[config.mk]
export PLATFORM = sky130hd
export DESIGN_NAME = mpmc9_wdf_strip_sender
export DESIGN_NICKNAME = d
export VERILOG_FILES = /design/src/rtl/mpmc9_wdf_strip_sender.sv
export SDC_FILE = /design/constraint.sdc
export NUM_CORES = 1
export LEC_CHECK = 0
export ABC_CLOCK_PERIOD_IN_PS = 5670
export BUFFER_PORTS_ARGS = -buffer_cell sky130_fd_sc_hd__buf_2
export CORE_MARGIN = 5
export CORE_UTILIZATION = 43
export CTS_CLUSTER_SIZE = 30
export DETAILED_ROUTE_END_ITERATION = 10
export GPL_TIMING_DRIVEN = 0
export PLACE_DENSITY = 0.77
export REMOVE_ABC_BUFFERS = 1
export SYNTH_ARGS = -nofsm -noshare
export SYNTH_HDL_FRONTEND = slang
export SYNTH_SLANG_ARGS = --single-unit
[constraint.sdc]
create_clock -name clk -period 5.67 [get_ports clk]
set_clock_uncertainty 0.1 [all_clocks]
set_input_delay 1.4175 -clock clk [delete_from_list [all_inputs] [get_ports clk]]
set_output_delay 1.4175 -clock clk [all_outputs]
set_load 0.02 [all_outputs]
[src/rtl/mpmc9_wdf_strip_sender.sv]
// Write-data source for the MIG write-data FIFO: streams up to 2^SW staged strips
// as registered beats, holding each beat until the MIG accepts it.
//
// state  | meaning
// IDLE   | waiting for start; strip_idx parked at 0 so strip 0 is already presented
// SEND   | a beat is valid on the MIG port; advance on app_wdf_rdy
// DONE   | final beat accepted; done pulses for this one cycle
module mpmc9_wdf_strip_sender #(
    parameter int WID = 128,
    parameter int SW  = 3
) (
    input  logic             clk,
    input  logic             rst,
    input  logic             start,
    input  logic [SW-1:0]    num_strips,
    input  logic [WID-1:0]   data_i,
    input  logic [WID/8-1:0] mask_i,
    output logic [SW-1:0]    strip_idx,
    input  logic             app_wdf_rdy,
    output logic [WID-1:0]   app_wdf_data,
    output logic [WID/8-1:0] app_wdf_mask,
    output logic             app_wdf_wren,
    output logic             app_wdf_end,
    output logic             busy,
    output logic             done
);

    typedef enum logic [1:0] {
        S_IDLE = 2'd0,
        S_SEND = 2'd1,
        S_DONE = 2'd2
    } state_t;

    state_t            state, state_n;
    logic [SW-1:0]     last, last_n;
    logic [SW-1:0]     cnt, cnt_n;
    logic [SW-1:0]     idx_n;
    logic [WID-1:0]    data_n;
    logic [WID/8-1:0]  mask_n;
    logic              wren_n;

    always_ff @(posedge clk or posedge rst) begin
        if (rst) begin
            state        <= S_IDLE;
            last         <= '0;
            cnt          <= '0;
            strip_idx    <= '0;
            app_wdf_data <= '0;
            app_wdf_mask <= '0;
            app_wdf_wren <= 1'b0;
        end else begin
            state        <= state_n;
            last         <= last_n;
            cnt          <= cnt_n;
            strip_idx    <= idx_n;
            app_wdf_data <= data_n;
            app_wdf_mask <= mask_n;
            app_wdf_wren <= wren_n;
        end
    end

    always_comb begin
        state_n = state;
        last_n  = last;
        cnt_n   = cnt;
        idx_n   = strip_idx;
        data_n  = app_wdf_data;
        mask_n  = app_wdf_mask;
        wren_n  = app_wdf_wren;
        case (state)
            S_IDLE: begin
                if (start) begin
                    last_n  = num_strips;
                    data_n  = data_i;
                    mask_n  = mask_i;
                    wren_n  = 1'b1;
                    idx_n   = SW'(1);
                    cnt_n   = '0;
                    state_n = S_SEND;
                end
            end
            S_SEND: begin
                // Everything holds while the MIG is not ready.
                if (app_wdf_wren && app_wdf_rdy) begin
                    if (cnt == last) begin
                        wren_n  = 1'b0;
                        idx_n   = '0;
                        state_n = S_DONE;
                    end else begin
                        data_n = data_i;
                        mask_n = mask_i;
                        idx_n  = strip_idx + SW'(1);
                        cnt_n  = cnt + SW'(1);
                    end
                end
            end
            S_DONE: begin
                state_n = S_IDLE;
            end
            default: begin
                state_n = S_IDLE;
                wren_n  = 1'b0;
                idx_n   = '0;
            end
        endcase
    end

    // 4:1 mode: every beat is a complete MIG burst.
    assign app_wdf_end = app_wdf_wren;
    assign busy        = (state != S_IDLE);
    assign done        = (state == S_DONE);

endmodule

# ---- After elaboration in Yosys (flattened, before gate mapping)
# Index checks and enable logic that the tools add are counted.
dict set report classes {
  add_sub_neg 2
  n_eq_ne 7
  mux 24
  bitwise_logic 1
  reduce_logical 9
}
# cell n
set op_table {}
lappend op_table {{2-to-1 mux 128 bit} 3}
lappend op_table {{case mux 128 bit (2 select lines)} 1}
lappend op_table {{2-to-1 mux 16 bit} 3}
lappend op_table {{case mux 16 bit (2 select lines)} 1}
lappend op_table {{2-to-1 mux 3 bit} 6}
lappend op_table {{case mux 3 bit (3 select lines)} 1}
lappend op_table {{inequality test 2 bit, second input constant} 4}
lappend op_table {{AND reduction 4 bit} 2}
lappend op_table {{adder 3 x 1 -> 3 bit, second input constant} 2}
lappend op_table {{2-to-1 mux 2 bit} 3}
lappend op_table {{case mux 3 bit (2 select lines)} 1}
lappend op_table {{AND reduction 3 bit} 2}
lappend op_table {{case mux 2 bit (2 select lines)} 1}
lappend op_table {{nonzero test 2 bit} 2}
lappend op_table {{equality test 3 bit} 1}
lappend op_table {{2-to-1 mux 1 bit} 3}
lappend op_table {{case mux 1 bit (3 select lines)} 1}
lappend op_table {{equality test 2 x 1 -> 1 bit, second input constant} 1}
lappend op_table {{equality test 2 bit, second input constant} 1}
lappend op_table {{zero test 2 bit} 1}
lappend op_table {{AND reduction 2 bit} 1}
lappend op_table {{logical AND 1 bit} 1}
lappend op_table {{NOT 1 bit} 1}
dict set report word_totals {
  reg_bits 156
  in_bits 151
  wordCells 50
}

# ---- Longest topological paths before layout
# Gate-level depths: netlist of run 1.
dict set report logic_depth {
  word_depth 4
  mapped_depth 6
}

# ---- Worst setup path before layout of run 1
# No wires, ideal clock.
dict set report synth_timing {
  kind {input-to-reg}
  startpoint {in start}
  endpoint {reg app_wdf_data[2]}
  setup_ps 125
  arrival_ps 2608
  path_slack_ps 2837
  path_stages 6
  n_path_buf 2
  cell_sequence {nor2b_1 > o21ai_1 > a21oi_2 > buf_6 > buf_12 > mux2_2}
}
dict set report synth_via {
  elab_chain_cells 2
}
# element line_no
set synth_lines {}
lappend synth_lines {{start, declared} 14} ;# input logic start,
lappend synth_lines {{inequality test 2 bit (no source line)} -}
lappend synth_lines {{AND reduction 4 bit (no source line)} -}
lappend synth_lines {{end signal, assigned} 56} ;# app_wdf_data <= data_n;
lappend synth_lines {{end, declared} 20} ;# output logic [WID-1:0] app_wdf_data,
# Every way passes these cells.
# A chain may end at the register's enable or synchronous reset.

# ---- Worst setup path after layout of run 1
dict set report layout_timing {
  startpoint {in start}
  endpoint {reg app_wdf_data[127]}
}
# Same word-level chain as after synthesis.

==> results of run 1 <==
==> metal layers <==
metal  vias to the layer above  routed length [um]
met2                       195                7510
met5                         -                  20
met4                         2                 241
met1                      2020                6290
li1                       1908                   -
met3                        24                1290
==> worst max path at each step <==
stage,from,endpoint,slack (ns),cells after the start
6_report,start,app_wdf_data[127],2.03,8
5_1_grt,start,app_wdf_data[101],1.89,8
4_1_cts,start,app_wdf_data[127],2.05,8
3_5_place_dp,start,app_wdf_data[102],1.62,8
3_3_place_gp,start,app_wdf_mask[12],-4.60,5
2_1_floorplan,start,app_wdf_data[0],-3.04,4
==> power groups by stage <==
stage / Sequential (W) / Clock (W) / Combinational [W]
floorplan: 0.00269 / 0 / 0.00205
global placement: 0.00201 / 0 / 0.00347
detailed placement: 0.00204 / 0 / 0.00332
CTS: 0.00204 / 0.00114 / 0.00333
global route: 0.00212 / 0.00120 / 0.00346
finish: 0.00204 / 0.00111 / 0.00329
==> critical path: cells and delay by family <==
| family | cells | cell delay [ns] |
|---|---|---|
| muxes | 1 | 0.32 |
| AOI/OAI and AO/OA | 2 | 0.93 |
| buffers and inverters | 4 | 0.82 |
| and+or+nand+nor | 1 | 0.31 |
==> registers in the layout, indices dropped and copies added (netlist names) <==
signal,flops
app_wdf_data,128
app_wdf_end,1
app_wdf_mask,16
cnt,3
last,3
state,2
strip_idx,3
==> cell usage in the layout, fill, tap and decap left out, drive strengths merged <==
master and count:
nand2 4, mux2 147, a21oi 3, ha 2, xor2 3, a32o 2
o21a 2, buf 308, bufinv 2, clkinvlp 3, a211oi 1, nor2 3
mux2i 2, nand3b 1, o21ai 2, dfrtp 156, clkbuf 19, or3 2
and3 1, nand3 1, o22ai 1, inv 6, nor3 3, diode 2
o211ai 1, a211o 1, a31o 1, or2 1, o31ai 1, and2 2
clkinv 5, nor2b 1
==> cell families (layout without fill, tap and decap cells) <==
group                      Yosys count  in the layout
AOI/OAI and AO/OA                   15             15
xor gates and xnor gates             3              3
adders and majority gates            2              2
buffers and inverters               22            343
DFF                                156            156
muxes                              149            149
other                                0              2
and+or+nand+nor                     19             19
==> stage by stage <==
step                      area, sq um  utilization  hold WS [ns]  worst slack (ns)
after floorplan                  6350            -         0.372             -3.04
after global placement           8100        0.533         0.384             -4.60
after detailed placement         8260        0.543         0.386              1.62
final                            8840        0.582         0.403              2.03
after global routing             8840        0.582         0.418              1.89
after CTS                        8840        0.581         0.406              2.05
==> cell usage after synthesis <==
cell / count
dfrtp_1: 156
mux2_4: 130
mux2_2: 17
buf_12: 15
inv_1: 4
nand2_1: 4
nor2_1: 3
xor2_1: 3
a21oi_1: 2
a32o_1: 2
and2_1: 2
ha_1: 2
mux2i_1: 2
nor3_1: 2
o21a_1: 2
a211o_1: 1
a211oi_1: 1
a21oi_2: 1
a31o_2: 1
and3_1: 1
buf_4: 1
buf_6: 1
clkbuf_1: 1
nand3_1: 1
nand3b_1: 1
nor2b_1: 1
nor3_4: 1
o211ai_1: 1
o21ai_0: 1
o21ai_1: 1
o22ai_1: 1
o31ai_1: 1
or2_2: 1
or3_1: 1
or3_2: 1
==> area by class of cell <==
cell class,count,area [sq um],area share
inverters,4,20.0,0.00226
well taps,188,235,0.0266
flip-flops and latches,156,3900,0.441
clock inverters,12,140,0.0158
clock buffers,19,443,0.0501
diodes,2,5.00,0.000566
multi-input cells,188,2440,0.276
repair buffers,308,1650,0.187
==> impl_metrics.json, run 1 <==
{
  "top_level_ports": 302,
  "synthSimpleGateAreaFrac": 0.0165,
  "gr-usage-all-layers": 0.167,
  "wl_um": 15300,
  "drtIter0Drc": 129,
  "final_nets": 828,
  "die_w_um": 135,
  "firstDrtPassIters": 4,
  "ir_worst_vdd_mv": 0.368,
  "antenna_found_initial": 3,
  "synth_compound_area_frac": 0.0165,
  "combPwrFrac": 0.510,
  "setup_viol": 0,
  "synthXorXnorAreaFrac": 0.00394,
  "die_area_sq_um": 18100,
  "yosys.area.top_type": "dfrtp_1",
  "final.setup.tns_ns": 0,
  "clk_latency_ns": 0.41,
  "drcViolationCount": 0,
  "synth-seq-area-share": 0.585,
  "synth_top_area_frac": 0.585,
  "instances_no_fill": 877,
  "status": "complete, no violations",
  "synthMuxAreaShare": 0.324,
  "coreArea_sq_um": 15200,
  "grt_max_degree": 87,
  "drv_slew": 0,
  "total_power_w": 0.00644,
  "die-height_um": 135,
  "drive_gt1_frac": 0.715,
  "fillerInstances": 1189,
  "dpl.cell_count": 844,
  "grt_use_met1": 0.203,
  "routedWlPerCell_um": 17.5,
  "p_per_area_nw_per_um2": 728,
  "synth_top_family_by_area": "multiplexers",
  "clockBufferDepth": 2,
  "worstRegToRegCells": 7,
  "port-buffer-count": 301,
  "syn_inst": 366,
  "cts_resized": 0,
  "gp_congestion": 0.748,
  "yosys-top-cells-area": "dfrtp_1, mux2_4, buf_12",
  "clock_sinks": 156,
  "cpMostUsedCell": "buf_12",
  "ant_nets": 0,
  "use_met3": 0.0633,
  "r2r_end": "app_wdf_data[127]",
  "clockRootBuffer": "clkbuf_16",
  "min_period_ns": 3.64,
  "holdPathStages": 1,
  "yosys_warnings": 0,
  "finalHoldViolCount": 0,
  "fp-row-count": 45,
  "path_clk_slew_ns": 0.06,
  "fmax_mhz": 275,
  "grt_busiest_layer": "met2",
  "synth.distinct_cells": 35,
  "cts_setup_buffers": 0,
  "reg2reg_setup_slack_ns": 2.55,
  "min_to": "app_wdf_data[2]",
  "pwr-share-clk": 0.173,
  "intPower_w": 0.00405,
  "critPathKind": "in -> reg",
  "grt_pass1_vias": 4654,
  "drv_cap": 0,
  "crit_path_cell_trace": "buf_2, nor2b_1, o21ai_1, a21oi_4, buf_12, buf_12, buf_12, mux2_4",
  "power.leakage_nw": 4.51,
  "startpoint_type": "input pin",
  "via_count": 4149,
  "cts_buffers": 17,
  "holdBufCountCts": 0,
  "initial_core_util": 0.439,
  "period_share": 0.641,
  "ys_ff_latch": 156,
  "dp_hpwl_um": 11600,
  "grt_overflow": 0,
  "h-tree-depth": 4,
  "power_frac_seq": 0.317,
  "avgSynthCellArea_sq_um": 18.2,
  "cp.arrival_ns": 3.83,
  "rsz0062_at_grt": "no",
  "synthToLayoutAreaGrowth_pct": 32.5,
  "worstSetupEndpointType": "flop",
  "synth_fa_ha_area_frac": 0.00375,
  "grt_pass1_wl_um": 23900,
  "worstHoldStart": "app_wdf_data[2]",
  "worst_slew_pin_slew_ns": 0.915,
  "met2_usage": 0.276,
  "cp_max_fo": 24,
  "viasPerCell": 4.73,
  "relSlewSlack": 0.389,
  "r2r_start": "state[0]",
  "hp-class": "reg -> reg",
  "cts_tree": "yes",
  "cpMaxStageDelayCell": "a21oi_4",
  "sw_frac_of_total": 0.372,
  "cpPeakStageDelay_ns": 0.74,
  "required_ns": 5.87,
  "syn_area_sq_um": 6680,
  "p_sw_w": 0.00239
}
Note: power is estimated with default switching activity, not from simulation.
==> run 2, diff against run 1 <==
- ABC_AREA: not set -> 1
- ABC_CLOCK_PERIOD_IN_PS: 5670 -> 2900
- CORE_UTILIZATION: 43 -> 42
- PLACE_DENSITY: 0.77 -> 0.76
- clock period: 5.67 -> 2.9 ns (I/O delays scaled with it)
==> impl_metrics.json, run 2 <==
{
  "fp-row-count": 45,
  "crit_cells": 8,
  "clk_latency_ns": 0.41,
  "synth-edff-count": 0,
  "p_per_area_nw_per_um2": 1410,
  "cpMostUsedCell": "nand2_1",
  "synth.distinct_cells": 24,
  "initial_core_util": 0.423,
  "port-buffer-count": 301,
  "holdWs_ns": 0.247,
  "final_cell_mix": "nand2_1, buf_2, dfrtp_1",
  "yosysMostFrequentCell": "nand2_1",
  "antenna_found_initial": 0,
  "synthXorXnorAreaFrac": 0.00276,
  "grt_pass1_vias": 5430,
  "setup_viol": 0,
  "reg2reg_setup_slack_ns": 0.26,
  "clockRootBuffer": "clkbuf_16",
  "worst_slew_pin_slew_ns": 0.888,
  "cts_buffers": 17,
  "cpMaxStageDelayCell": "dfrtp_1",
  "dp_hpwl_um": 12200,
  "largest_reg_flops": 128,
  "clockBufferDepth": 2,
  "syn_area_sq_um": 6340,
  "drv_slew": 0,
  "ir_worst_vdd_mv": 0.622,
  "path_clk_slew_ns": 0.06,
  "critPathTopFamily": "simple AND/OR/NAND/NOR gates",
  "top_regs": "app_wdf_data: 128 flops, app_wdf_mask: 16 flops",
  "synthSimpleGateAreaFrac": 0.318,
  "synthMuxAreaShare": 0.00178,
  "final_nets": 1140,
  "die-height_um": 133,
  "viasPerCell": 4.79,
  "power.leakage_nw": 5.02,
  "gr-usage-all-layers": 0.196,
  "synth-seq-area-share": 0.616,
  "worstRegToRegCells": 8,
  "fillerInstances": 1393,
  "avgSynthCellArea_sq_um": 9.02,
  "synth_fa_ha_area_frac": 0.00395,
  "grt_max_degree": 152,
  "hp-class": "in -> async",
  "gp_congestion": 0.800,
  "required_ns": 3.10,
  "synth_commonest_cells": "nand2_1, dfrtp_1, nand3_1, buf_2, buf_4",
  "path_buf_inv": 1,
  "yosys-top-cells-area": "dfrtp_1, nand2_1, nand3_1",
  "crit_path_cell_trace": "nor2_2, nand2_1, nand2_4, nor2_8, buf_16, nand2_4, nand2_1, nand2_1",
  "top_level_ports": 302,
  "fmax_mhz": 378,
  "top_register": "app_wdf_data",
  "cp-startpoint": "state[1]",
  "synthToLayoutAreaGrowth_pct": 36.8,
  "startpoint_type": "flop",
  "ys.flop_type": "dfrtp_1",
  "min_period_ns": 2.64,
  "synthArstFlopShare": 1.00,
  "coreArea_sq_um": 15000,
  "drive_gt1_frac": 0.353,
  "drcViolationCount": 0,
  "h-tree-depth": 4,
  "r2r_start": "state[1]",
  "drtIter0Drc": 307,
  "ant_nets": 0,
  "worstSetupEndpointType": "flop",
  "grt_pass1_wl_um": 27900,
  "wl_um": 17900,
  "via_count": 5681,
  "ys_ff_latch": 156,
  "syn_inst": 703,
  "critPathKind": "reg -> reg",
  "final_common_cell": "nand2_1",
  "routedWlPerCell_um": 15.1,
  "period_share": 0.911,
  "drv_cap": 0,
  "synth_top_family_by_area": "simple AND/OR/NAND/NOR gates",
  "die_w_um": 133,
  "cp_max_fo": 75,
  "holdBufCountCts": 0,
  "cp.arrival_ns": 2.84,
  "yosys.area.top_type": "dfrtp_1",
  "relSlewSlack": 0.408,
  "synth_compound_area_frac": 0.00552,
  "final_util": 0.579,
  "die_area_sq_um": 17700,
  "final.setup.tns_ns": 0,
  "status": "complete, no violations",
  "finalHoldViolCount": 0,
  "cpPeakStageDelay_ns": 0.56,
  "rsz0062_at_grt": "no",
  "firstDrtPassIters": 5,
  "yosys_warnings": 0,
  "clock_sinks": 156,
  "grt_overflow": 0,
  "r2r_end": "app_wdf_data[103]",
  "critical_path.endpoint": "app_wdf_data[103]",
  "cts_tree": "yes",
  "synth_top_area_frac": 0.616
}
## run 2: kinds of logic (layout without fill, tap and decap cells)
group,Yosys count,after routing
other,0,1
XOR/XNOR,2,2
flip-flops,156,156
AND/OR/NAND/NOR,475,476
adder cells (fa/ha/maj),2,2
AO/OA/AOI/OAI,7,7
multiplexers,1,1
buffers and inverters,60,354
## run 2: report_power, final
| group | internal (W) | switching [W] |
|---|---|---|
| Sequential | 0.00329 | 0.000558 |
| Clock | 0.00156 | 0.000861 |
| Combinational | 0.00190 | 0.00405 |
| Total | 0.00675 | 0.00547 |
## run 2: how the worst min path moves through the flow
stage / end / cells past startpoint / slack [ns]
finish: app_wdf_data[4] / 2 / 0.25
global route: app_wdf_data[4] / 2 / 0.28
CTS: app_wdf_data[38] / 2 / 0.27
detailed placement: app_wdf_data[23] / 2 / 0.35
global placement: app_wdf_data[73] / 2 / 0.35
floorplan: cnt[1] / 2 / 0.40
## run 2: cell type report
| class | count | area [sq um] | share of cell area |
|---|---|---|---|
| Inverter | 11 | 48.8 | 0.00563 |
| Sequential cell | 156 | 3900 | 0.450 |
| Tap cell | 188 | 235 | 0.0271 |
| Clock buffer | 19 | 453 | 0.0522 |
| Multi-Input combinational cell | 488 | 2120 | 0.245 |
| Clock inverter | 11 | 193 | 0.0222 |
| Antenna cell | 1 | 2.50 | 0.000289 |
| Timing Repair Buffer | 313 | 1710 | 0.198 |
## run 2: per-stage QoR
| step | power (W) | worst slack (ns) | instances | cell area [sq um] |
|---|---|---|---|---|
| after floorplan | 0.00765 | -3.45 | 654 | 6050 |
| after global placement | 0.00945 | -7.09 | 1143 | 7790 |
| after detailed placement | 0.00984 | -0.0327 | 1155 | 8010 |
| after CTS | 0.0123 | 0.138 | 1185 | 8660 |
| after global routing | 0.0131 | 0.0708 | 1186 | 8670 |
| final | 0.0122 | 0.257 | 1187 | 8670 |
## run 2: repair_timing
item / in CTS / in global routing
gates resized for setup: 0 / 0
setup endpoints to repair: 0 / 8
setup buffers: 0 / 0
## run 2: per-layer routing
layer,wire length (um),GRT usage
met3,1470,0.0760
met4,250,0.0560
met1,7230,0.243
met2,8950,0.319
met5,0,0
